File: src/rtl/mult_shift_add.sv
// Sequential unsigned shift-add multiplier: one partial product per clock,
// registered 2*WIDTH-bit product and a one-cycle done pulse on completion.
//
// state | meaning
// IDLE  | waiting for Load
// RUN   | iterating, one partial product per edge
// DONE  | new product presented for one cycle
module mult_shift_add #(
    parameter int WIDTH = 16
) (
    input  logic                 clk,
    input  logic                 rst,
    input  logic                 Load,
    input  logic [WIDTH-1:0]     a,
    input  logic [WIDTH-1:0]     b,
    output logic [2*WIDTH-1:0]   product,
    output logic                 busy,
    output logic                 done
);

    localparam int CW = $clog2(WIDTH + 1);

    typedef enum logic [1:0] {
        IDLE = 2'd0,
        RUN  = 2'd1,
        DONE = 2'd2
    } state_t;

    state_t            state;
    state_t            state_nxt;
    logic [WIDTH-1:0]  mcand;
    logic [WIDTH:0]    acc;
    logic [WIDTH-1:0]  mplier;
    logic [CW-1:0]     cnt;
    logic [WIDTH:0]    sum;
    logic [2*WIDTH:0]  shifted;
    logic              last_iter;

    // acc's top bit is always clear after a shift, so the add cannot overflow WIDTH+1 bits
    assign sum       = acc + {1'b0, (mplier[0] ? mcand : {WIDTH{1'b0}})};
    assign shifted   = {sum, mplier} >> 1;
    assign last_iter = (cnt == CW'(WIDTH - 1));

    always_ff @(posedge clk) begin
        if (rst) begin
            state <= IDLE;
        end else begin
            state <= state_nxt;
        end
    end

    always_comb begin
        state_nxt = IDLE;
        if (Load) begin
            state_nxt = RUN;
        end else begin
            case (state)
                IDLE:    state_nxt = IDLE;
                RUN:     state_nxt = last_iter ? DONE : RUN;
                DONE:    state_nxt = IDLE;
                default: state_nxt = IDLE;
            endcase
        end
    end

    always_comb begin
        busy = (state == RUN);
        done = (state == DONE);
    end

    always_ff @(posedge clk) begin
        if (rst) begin
            mcand   <= '0;
            acc     <= '0;
            mplier  <= '0;
            cnt     <= '0;
            product <= '0;
        end else if (Load) begin
            mcand  <= a;
            mplier <= b;
            acc    <= '0;
            cnt    <= '0;
        end else if (state == RUN) begin
            acc    <= shifted[2*WIDTH:WIDTH];
            mplier <= shifted[WIDTH-1:0];
            cnt    <= cnt + CW'(1);
            if (last_iter) begin
                product <= shifted[2*WIDTH-1:0];
            end
        end
    end

endmodule
File: config.mk
export PLATFORM = sky130hd
export DESIGN_NAME = mult_shift_add
export DESIGN_NICKNAME = d
export VERILOG_FILES = /design/src/rtl/mult_shift_add.sv
export SDC_FILE = /design/constraint.sdc
export NUM_CORES = 1
export LEC_CHECK = 0
export CAP_MARGIN = 10
export CORE_MARGIN = 3
export CORE_UTILIZATION = 48
export CTS_CLUSTER_DIAMETER = 60
export CTS_CLUSTER_SIZE = 10
export DETAILED_ROUTE_END_ITERATION = 7
export GPL_ROUTABILITY_DRIVEN = 0
export PLACE_DENSITY = 0.76
export SKIP_CTS_REPAIR_TIMING = 1
export SLEW_MARGIN = 25
export SYNTH_ARGS = -nofsm -noshare
export SYNTH_HDL_FRONTEND = slang
export SYNTH_SLANG_ARGS = --single-unit
export TNS_END_PERCENT = 20
File: constraint.sdc
create_clock -name clk -period 2.7 [get_ports clk]
set_clock_uncertainty 0.15 [all_clocks]
set_input_delay 0.54 -clock clk [delete_from_list [all_inputs] [get_ports clk]]
set_output_delay 0.54 -clock clk [all_outputs]
set_load 0.02 [all_outputs]
Word level (Yosys, flattened, before mapping) --
Cells that the tools add are included.
Word-level totals: bits in registers 87, bits in latches 0, bits in writable memories 0, memory bits (read-only) 0, bits of input ports 35, output and inout port bits 34, logic and storage cells 24, memories 0
Cells by class: add/subtract/negate cells 2, multiply operators 0, div/mod/pow operators 0, $lt $le $gt $ge 0, equality and inequality tests 3, shifts and indexed selects 0, multiplexer cells 6, bitwise operators 2, reductions and logical operators 4
Operators by type and width (count):
- $mux 16 | 3
- $add 16x16->17 | 1
- $add 5x1->5 const B | 1
- $eq 5x4->1 const B | 1
- $reduce_and 3->1 | 1
- $reduce_or 3->1 | 1
- $eq 2x1->1 const B | 1
- $eq 2x2->1 const B | 1
- $mux 1 | 2
- $mux 2 | 1
- $not 1->1 | 2
- $reduce_bool 2->1 | 1
- $reduce_or 2->1 | 1

Depth between registers and ports, before layout --
Gate-level depths: netlist of the first run.
depth in word-level cells 4, depth in mapped cells 10, gate-level depth less buffers 9

Worst setup path before layout of the first run --
No wires, ideal clock.
path kind register -> register, start register mplier[0], end register acc[15], library setup time 0.143 ns, data arrival time 2.234 ns, data required time 2.407 ns, slack 0.173 ns, cell stages (with the launch flop) 11, buffers on the path 1, period minus slack after synthesis 2.527 ns, cells stage by stage dfxtp_1 clkbuf_1 and2_1 ha_1 fa_1 a21oi_1 o21ai_1 a211oi_2 o41ai_2 a21oi_1 a21oi_1
Between the ends: word-level cells in the longest chain between the ends 2
RTL lines:
- start: declaration | line 33 | logic [WIDTH-1:0] mplier;
- start signal: assignment | line 85 | mplier <= shifted[WIDTH-1:0];
- $mux 16 | line 40 | assign sum = acc + {1'b0, (mplier[0] ? mcand : {WIDTH{1'b0}})};
- $add 16x16->17 | line 40
- end signal: assignment | line 84 | acc <= shifted[2*WIDTH:WIDTH];
- end: declaration | line 32 | logic [WIDTH:0] acc;
Every way passes these cells. A chain may end at the register's enable or synchronous reset.

Worst setup path after layout of the first run --
start register mplier[0], end register product[29]
Between the ends: word-level cells in the longest chain between the ends 2
RTL lines:
- $mux 16 | line 40
- $add 16x16->17 | line 40
- end signal: assignment | line 88 | product <= shifted[2*WIDTH-1:0];
- end: declaration | line 16 | output logic [2*WIDTH-1:0] product,
Every way passes these cells.

==> results.txt, run 1 <==
----------------------------------------------------
[Floorplanning]
  Effective utilization at floorplan ... 49.8%
  Top-level I/O count ... 69
  Die Width ... 98.5 µm
  Number of rows created at floorplan ... 33
  Core Area ... 8260 µm²
  Die boundary height ... 98.5 µm
  Overall die area ... 9710 µm²

[Place]
  Detail Placement HPWL ... 7080 µm
  Number of buffers added on ports ... 68
  Placed cell count ... 672

[Worst setup path]
  Cell type group with the largest total delay on the critical path ... compound AO/OA/AOI/OAI gates
  CP endpoint kind ... register
  Top cell by count, worst path ... sky130_fd_sc_hd__a21oi_1
  Count of buffering cells on the critical path with inverters included ... 1
  Worst-path cell chain ... buf_4, and2_1, ha_1, a21oi_1, o211ai_2, a2111oi_2, nor3b_1, nand3b_1, a21oi_1
  Largest fanout on the critical path ... 7
  Crit Path Class ... reg -> reg
  Crit. Startpoint ... mplier[0]$_SDFFE_PP0P_
  Critical register-to-register path endpoint ... product[29]$_SDFFE_PP0P_
  Count of cell instances traversed by the critical path ... 9
  Arr. time, crit path ... 2.68 ns
  Slack of the worst reg-to-reg path ... 0.17 ns
  Capturing element of the worst setup path ... product[29]$_SDFFE_PP0P_
  CP max stage cell ... sky130_fd_sc_hd__a2111oi_2
  Source of the worst register-to-register timing path ... mplier[0]$_SDFFE_PP0P_
  Kind of start point of the critical path ... register
  Stage delay of the slowest cell on the critical path ... 0.46 ns
  Required time at the endpoint of the critical path ... 2.85 ns
  FF-to-FF path depth ... 9

[Detailed routing]
  Remaining antenna violation count after routing ... 0
  DRC violation count after routing ... 0
  Drt first pass iters ... 5
  Average wire per standard cell ... 14.4 µm
  Number of vias in the routed layout ... 3,737
  Post-DR vias/cell ... 5.44
  Detailed-route wire length ... 9930 µm
  DRC marker count from the first detailed-route iteration ... 218

[Timing]
  Setup_tns ... 0 ns
  Setup repair after global routing missed its margin ... no
  Worst Max-Slew Pin Slew ... 0.696 ns
  Period Utilization, post-route ... 93.6%
  Max-slew violations ... 0
  Min Clock Period, post-route ... 2.53 ns
  Fmax ... 396 MHz
  Hold Vio Cnt, Final ... 0
  Final number of setup-violating endpoints ... 0
  Headroom to the max-slew limit ... 53.6%

[Finish]
  N_diodes ... 0
  Storage element area ... 1740 µm²
  Fin cells ... 687
  Area used by multi-input combinational logic ... 2220 µm²
  Share of final-layout standard cells stronger than drive strength 1 ... 6.70%
  Layout overhead on the synthesized area ... 24.5%
  Number of filler instances in the final layout ... 764
  Final layout net count ... 632

[GRT]
  Largest net degree at the start of global routing ... 72
  GR Layer Usage met2 ... 33.6%
  First-pass GRT wire length ... 16,500 µm
  Remaining global-route overflow ... 0
  Met3 track demand over resource in global routing ... 4.67%
  Fraction of met1 tracks used by global routing ... 26.5%
  Antenna violations before repair ... 0
  Number of global-route vias before repair ... 3,523
  Total Routing Usage GR ... 20.7%
  Highest-utilization routing layer at the global route stage ... met2

[Synthesis]
  Most frequent cell after synthesis ... sky130_fd_sc_hd__nand2_1
  Number of library cell types mapped by synthesis ... 45
  Nets in the synthesized netlist ... 572
  Compound-Gate Fraction of Synth Area ... 17.9%
  Post-synthesis share of cell area spent on xor and xnor gates ... 2.34%
  Mux cell area share after synthesis ... 3.90%
  Top cells by area, synth ... sky130_fd_sc_hd__dfxtp_1 (42%), sky130_fd_sc_hd__nand2_1 (10%), sky130_fd_sc_hd__a21oi_1 (10%)
  Number of enable flip-flop cells after synthesis ... 0
  Number of warnings reported in the yosys synthesis log ... 0
  Post-Synth Simple-Gate Area ... 23.7%
  Share of the synthesized area in the top cell type ... 42.4%
  Sequential share of the synthesized area ... 42.4%
  Average cell area after synthesis ... 7.93 µm²
  Synthesized flop and latch total ... 87
  Count of mapped cells out of synthesis ... 518
  Proportion of synthesized flip-flops having asynchronous set or reset ... 0%
  Share of synthesized cell area in full adder, half adder and majority cells ... 5.97%
  Top_reg_cell synth ... sky130_fd_sc_hd__dfxtp_1
  Mapped cell area ... 4110 µm²
  Main combinational cell family by area after synthesis ... simple AND/OR/NAND/NOR gates
  Area leader, netlist ... sky130_fd_sc_hd__dfxtp_1
  List of most frequent post-synthesis cells ... sky130_fd_sc_hd__nand2_1 (113), sky130_fd_sc_hd__dfxtp_1 (87), sky130_fd_sc_hd__a21oi_1 (83)

[Power and ir drop]
  Maximum VDD drop ... 259 µV
  Pleak ... 1.97 nW
  Overall power after layout ... 0.00256 W
  Pwr Density ... 501 nW/µm²

[Clock network]
  TritonCTS clock tree ... done
  Maximum buffer depth of the clock tree ... 2
  Number of clock buffers inserted by TritonCTS ... 9
  H-tree depth reported by CTS ... 3
  Clock latency of the later-clocked register in the worst-skew pair ... 0.37 ns
  Count of clock tree sinks ... 87
  Clock Pin Slew Worst Setup and Hold Paths ... 0.09 ns
  Root Buffer Master ... sky130_fd_sc_hd__clkbuf_8

[Job]
  Count of maximum capacitance violations ... 0

[Min path]
  Min-Delay Path Depth ... 2
  Hold WC Path Type ... reg -> reg

[Status]
  Status ... finished, final reports clean

----------------------------------------------------
logic make-up after synthesis:
logic type               Yosys count
AND/OR/NAND/NOR                  222
AO/OA/AOI/OAI                    124
flip-flops                        87
buffers and inverters             39
adder cells (fa/ha/maj)           19
multiplexers                      16
XOR/XNOR                          11
flip-flops by register name, indices dropped and copies added, names as in the netlist:
register  cells
state         2
acc          16
product      32
mplier       16
cnt           5
mcand        16
power by group:
part	switching (W)	total, W	leakage (nW)	internal [W]
logic	0.000117	0.000217	1.16	0.0000997
clock network	0.000484	0.00101	0.110	0.000524
registers	0.0000219	0.00134	0.708	0.00132
total	0.000623	0.00256	1.97	0.00194
final cells by class:
cell class,count,share of cell area (%)
sequential,87,34.0
clock buffer,9,2.42
tap,105,2.57
multi-input combinational,392,43.3
clock inverter,6,1.79
inverter,6,0.440
timing repair buffer,82,15.4
worst min path at each step:
stage,from,end,slack [ns]
after floorplan,acc[0]$_SDFFE_PP0P_,acc[0]$_SDFFE_PP0P_,0.29
after global placement,product[12]$_SDFFE_PP0P_,product[12]$_SDFFE_PP0P_,0.29
after detailed placement,product[14]$_SDFFE_PP0P_,product[14]$_SDFFE_PP0P_,0.30
after CTS,product[15]$_SDFFE_PP0P_,product[15]$_SDFFE_PP0P_,0.31
after global routing,product[15]$_SDFFE_PP0P_,product[15]$_SDFFE_PP0P_,0.33
final,product[20]$_SDFFE_PP0P_,product[20]$_SDFFE_PP0P_,0.31
worst register-to-register path, delay by kind of cell, from the launching register on:
family	cells	cell delay [ns]
buf+inv	1	0.16
simple gates	3	0.43
fa+ha+maj	1	0.34
flops	1	0.35
compound gates	4	1.04
stage by stage:
stage	util, %	area [µm²]	setup WS [ns]	hold WS (ns)
final	62.0	5120	0.172	0.306
after global routing	62.0	5120	0.0157	0.326
after CTS	61.9	5110	0.162	0.308
after detailed placement	59.3	4890	0.165	0.296
after global placement	59.3	4890	0.243	0.292
after floorplan	-	4110	0.173	0.291
placed cells by master, fill, tap and decap left out, drive strengths merged, types with 8 or more instances in the layout:
master / instances
clkdlybuf4s50: 66
nor3: 8
mux2i: 16
dfxtp: 87
inv: 9
nand2: 113
xnor2: 8
a21oi: 83
and2: 19
o21ai: 12
ha: 18
nor2: 54
nand3b: 12
clkbuf: 9
buf: 16
layer usage:
layer / up-vias / share of wire (%)
met2: 94 / 48
met3: 17 / 5.7
met1: 1751 / 44
li1: 1875 / -
met4: 0 / 2.5
met5: - / 0
(Power assumes the default switching activity.)
==> run 2, diff against run 1 <==
--- a/config.mk
+++ b/config.mk
@@ -8,11 +8,11 @@
 export CAP_MARGIN = 10
 export CORE_MARGIN = 3
 export CORE_UTILIZATION = 48
-export CTS_CLUSTER_DIAMETER = 60
+export CTS_CLUSTER_DIAMETER = 80
 export CTS_CLUSTER_SIZE = 10
 export DETAILED_ROUTE_END_ITERATION = 7
 export GPL_ROUTABILITY_DRIVEN = 0
-export PLACE_DENSITY = 0.76
+export PLACE_DENSITY = 0.75
 export SKIP_CTS_REPAIR_TIMING = 1
 export SLEW_MARGIN = 25
 export SYNTH_ARGS = -nofsm -noshare
==> constraint.sdc (replaced) <==
create_clock -name clk -period 2.25 [get_ports clk]
set_clock_uncertainty 0.15 [all_clocks]
set_input_delay 0.45 -clock clk [delete_from_list [all_inputs] [get_ports clk]]
set_output_delay 0.45 -clock clk [all_outputs]
set_load 0.02 [all_outputs]
==> run 2 against run 1 <==
The run now ends with setup timing left. First-iteration DRC count down 3.7%. Flip-flop and latch count unchanged. Total power up 20%. Combinational power up 29%. Routed wire length up 9.4%. Via count up 5.1%. Critical path depth unchanged. Final area up 9.0%. Sequential power up 20%. Critical endpoint is now product[31]$_SDFFE_PP0P_. Largest cell class unchanged. Highest routed layer unchanged.
==> results.txt, run 2 (synthesis gave the netlist of run 1 again) <==
----------------------------------------------------
[Status]
  Status ... finished, violations left
  Violations in the final reports ... setup timing

[Power and ir drop]
  Pleak ... 2.16 nW (+9.2%)
  Maximum VDD drop ... 334 µV (+29%)
  Pwr Density ... 549 nW/µm² (+9.7%)

[Clock network]
  Root Buffer Master ... sky130_fd_sc_hd__clkbuf_8
  H-tree depth reported by CTS ... 3 (unchanged)
  Number of clock buffers inserted by TritonCTS ... 9 (unchanged)
  Count of clock tree sinks ... 87 (unchanged)
  Clock latency of the later-clocked register in the worst-skew pair ... 0.37 ns (about the same)
  Maximum buffer depth of the clock tree ... 2 (unchanged)
  Clock Pin Slew Worst Setup and Hold Paths ... 0.09 ns (about the same)
  TritonCTS clock tree ... done

[Floorplanning]
  Number of rows created at floorplan ... 33 (unchanged)
  Die Width ... 98.5 µm (unchanged)
  Effective utilization at floorplan ... 49.8% (unchanged)
  Top-level I/O count ... 69 (unchanged)
  Die boundary height ... 98.5 µm (unchanged)
  Overall die area ... 9710 µm² (unchanged)
  Core Area ... 8260 µm² (unchanged)

[Finish]
  Flip-flop count of the largest register after layout ... 32 (unchanged)
  Top reg by flops ... product
  Fin cells ... 715 (+4.1%)
  N_diodes ... 0 (unchanged)
  Final layout net count ... 659 (+4.3%)
  Share of the core filled with cells ... 67.6% (+5.6 points)
  Number of filler instances in the final layout ... 679 (-11%)
  Layout overhead on the synthesized area ... 35.7%
  Storage element area ... 1750 µm² (+0.22%)
  Share of final-layout standard cells stronger than drive strength 1 ... 17.4% (+11 points)
  Most common library cell in the layout ignoring fill and taps ... sky130_fd_sc_hd__nand2_1
  Highest-count cells in the layout ignoring fill and taps ... sky130_fd_sc_hd__nand2_1 (112), sky130_fd_sc_hd__dfxtp_1 (86), sky130_fd_sc_hd__a21oi_1 (71)
  Area used by multi-input combinational logic ... 2470 µm² (+11%)

[Min path]
  Hold WC Path Type ... in -> reg

[Timing]
  Min Clock Period, post-route ... 2.36 ns (-0.171 ns)
  Hold Slack ... 0.294 ns (-0.0119 ns)
  Setup_tns ... -0.872 ns (-0.872 ns)
  Headroom to the max-slew limit ... 73.1% (+19 points)
  Worst-case setup margin in the final layout ... -0.107 ns (-0.279 ns)
  Worst Max-Slew Pin Slew ... 0.404 ns (-0.292 ns)
  Hold Vio Cnt, Final ... 0 (unchanged)
  Final number of setup-violating endpoints ... 14 (+14)
  Setup repair after global routing missed its margin ... yes
  Max-slew violations ... 0 (unchanged)
  Period Utilization, post-route ... 105% (+11 points)
  Fmax ... 424 MHz (+7.3%)

[Place]
  Placed cell count ... 694 (+3.3%)
  Number of buffers added on ports ... 68 (unchanged)
  Detail Placement HPWL ... 7290 µm (+2.9%)

[GRT]
  Remaining global-route overflow ... 0 (unchanged)
  Total Routing Usage GR ... 21.1% (+0.43 points)
  Antenna violations before repair ... 0 (unchanged)
  Number of global-route vias before repair ... 3,799 (+7.8%)
  First-pass GRT wire length ... 16,800 µm (+2.2%)
  Largest net degree at the start of global routing ... 41 (-43%)

[Detailed routing]
  Remaining antenna violation count after routing ... 0 (unchanged)
  Drt first pass iters ... 5 (unchanged)
  Detailed-route wire length ... 10,900 µm (+9.4%)
  DRC marker count from the first detailed-route iteration ... 210 (-3.7%)
  Post-DR vias/cell ... 5.50 (+1.0%)
  Average wire per standard cell ... 15.2 µm (+5.1%)
  DRC violation count after routing ... 0 (unchanged)
  Number of vias in the routed layout ... 3,929 (+5.1%)

[Job]
  Count of maximum capacitance violations ... 0 (unchanged)

[Worst setup path]
  CP endpoint kind ... register
  Kind of start point of the critical path ... register
  Required time at the endpoint of the critical path ... 2.39 ns (-0.46 ns)
  Crit Path Class ... reg -> reg
  Arr. time, crit path ... 2.50 ns (-0.18 ns)
  Largest fanout on the critical path ... 7 (unchanged)

----------------------------------------------------
## run 2: final cells by class
cell class / count / area share, %
clock buffer: 10 / 2.47
clock inverter: 6 / 1.37
inverter: 6 / 0.404
multi-input combinational: 392 / 44.3
sequential: 87 / 31.3
tap: 105 / 2.35
timing repair buffer: 109 / 17.8
## run 2: worst max-delay path, cell delays in order (launching register included)
cell and delay (ns):
sky130_fd_sc_hd__dfxtp_4 0.39, sky130_fd_sc_hd__buf_6 0.14, sky130_fd_sc_hd__and2_4 0.14, sky130_fd_sc_hd__ha_4 0.28, sky130_fd_sc_hd__o211ai_1 0.15, sky130_fd_sc_hd__nor2_2 0.26
sky130_fd_sc_hd__a211oi_4 0.11, sky130_fd_sc_hd__o41ai_2 0.37, sky130_fd_sc_hd__a21oi_2 0.12, sky130_fd_sc_hd__a211oi_2 0.17
## run 2: where the power goes
group	switching [W]	total (W)	internal, W
Combinational	0.000148	0.000281	0.000134
Sequential	0.0000285	0.00161	0.00158
Clock	0.000614	0.00118	0.000563
Total	0.000790	0.00307	0.00227
## run 2: per-layer routing
layer  GRT usage [%]  share of wire, %  up-vias
met5               0                 0        -
met4            9.56               2.1        0
met3            3.47               4.5       20
met2            36.2                50      113
met1            26.1                44     1867
li1                -                 -     1929
## run 2: path summary, 6_finish.rpt
kind / startpoint / to / slack (ns) / depth (start not counted)
setup / recovery: mplier[0]$_SDFFE_PP0P_ / product[31]$_SDFFE_PP0P_ / -0.11 / 9
hold / removal: Load / state[0]$_SDFF_PP0_ / 0.29 / 3
setup reg to reg: mplier[0]$_SDFFE_PP0P_ / product[31]$_SDFFE_PP0P_ / -0.11 / 9
hold reg to reg: product[8]$_SDFFE_PP0P_ / product[8]$_SDFFE_PP0P_ / 0.31 / 2
## run 2: metrics by stage
| step | area (µm²) | total power [W] | worst slack (ns) |
|---|---|---|---|
| detailed placement | 5090 | 0.00191 | -0.205 |
| CTS | 5310 | 0.00306 | -0.233 |
| global placement | 5090 | 0.00190 | -0.103 |
| global route | 5580 | 0.00316 | -0.243 |
| finish | 5580 | 0.00307 | -0.107 |
| floorplan | 4150 | 0.00179 | -0.0978 |
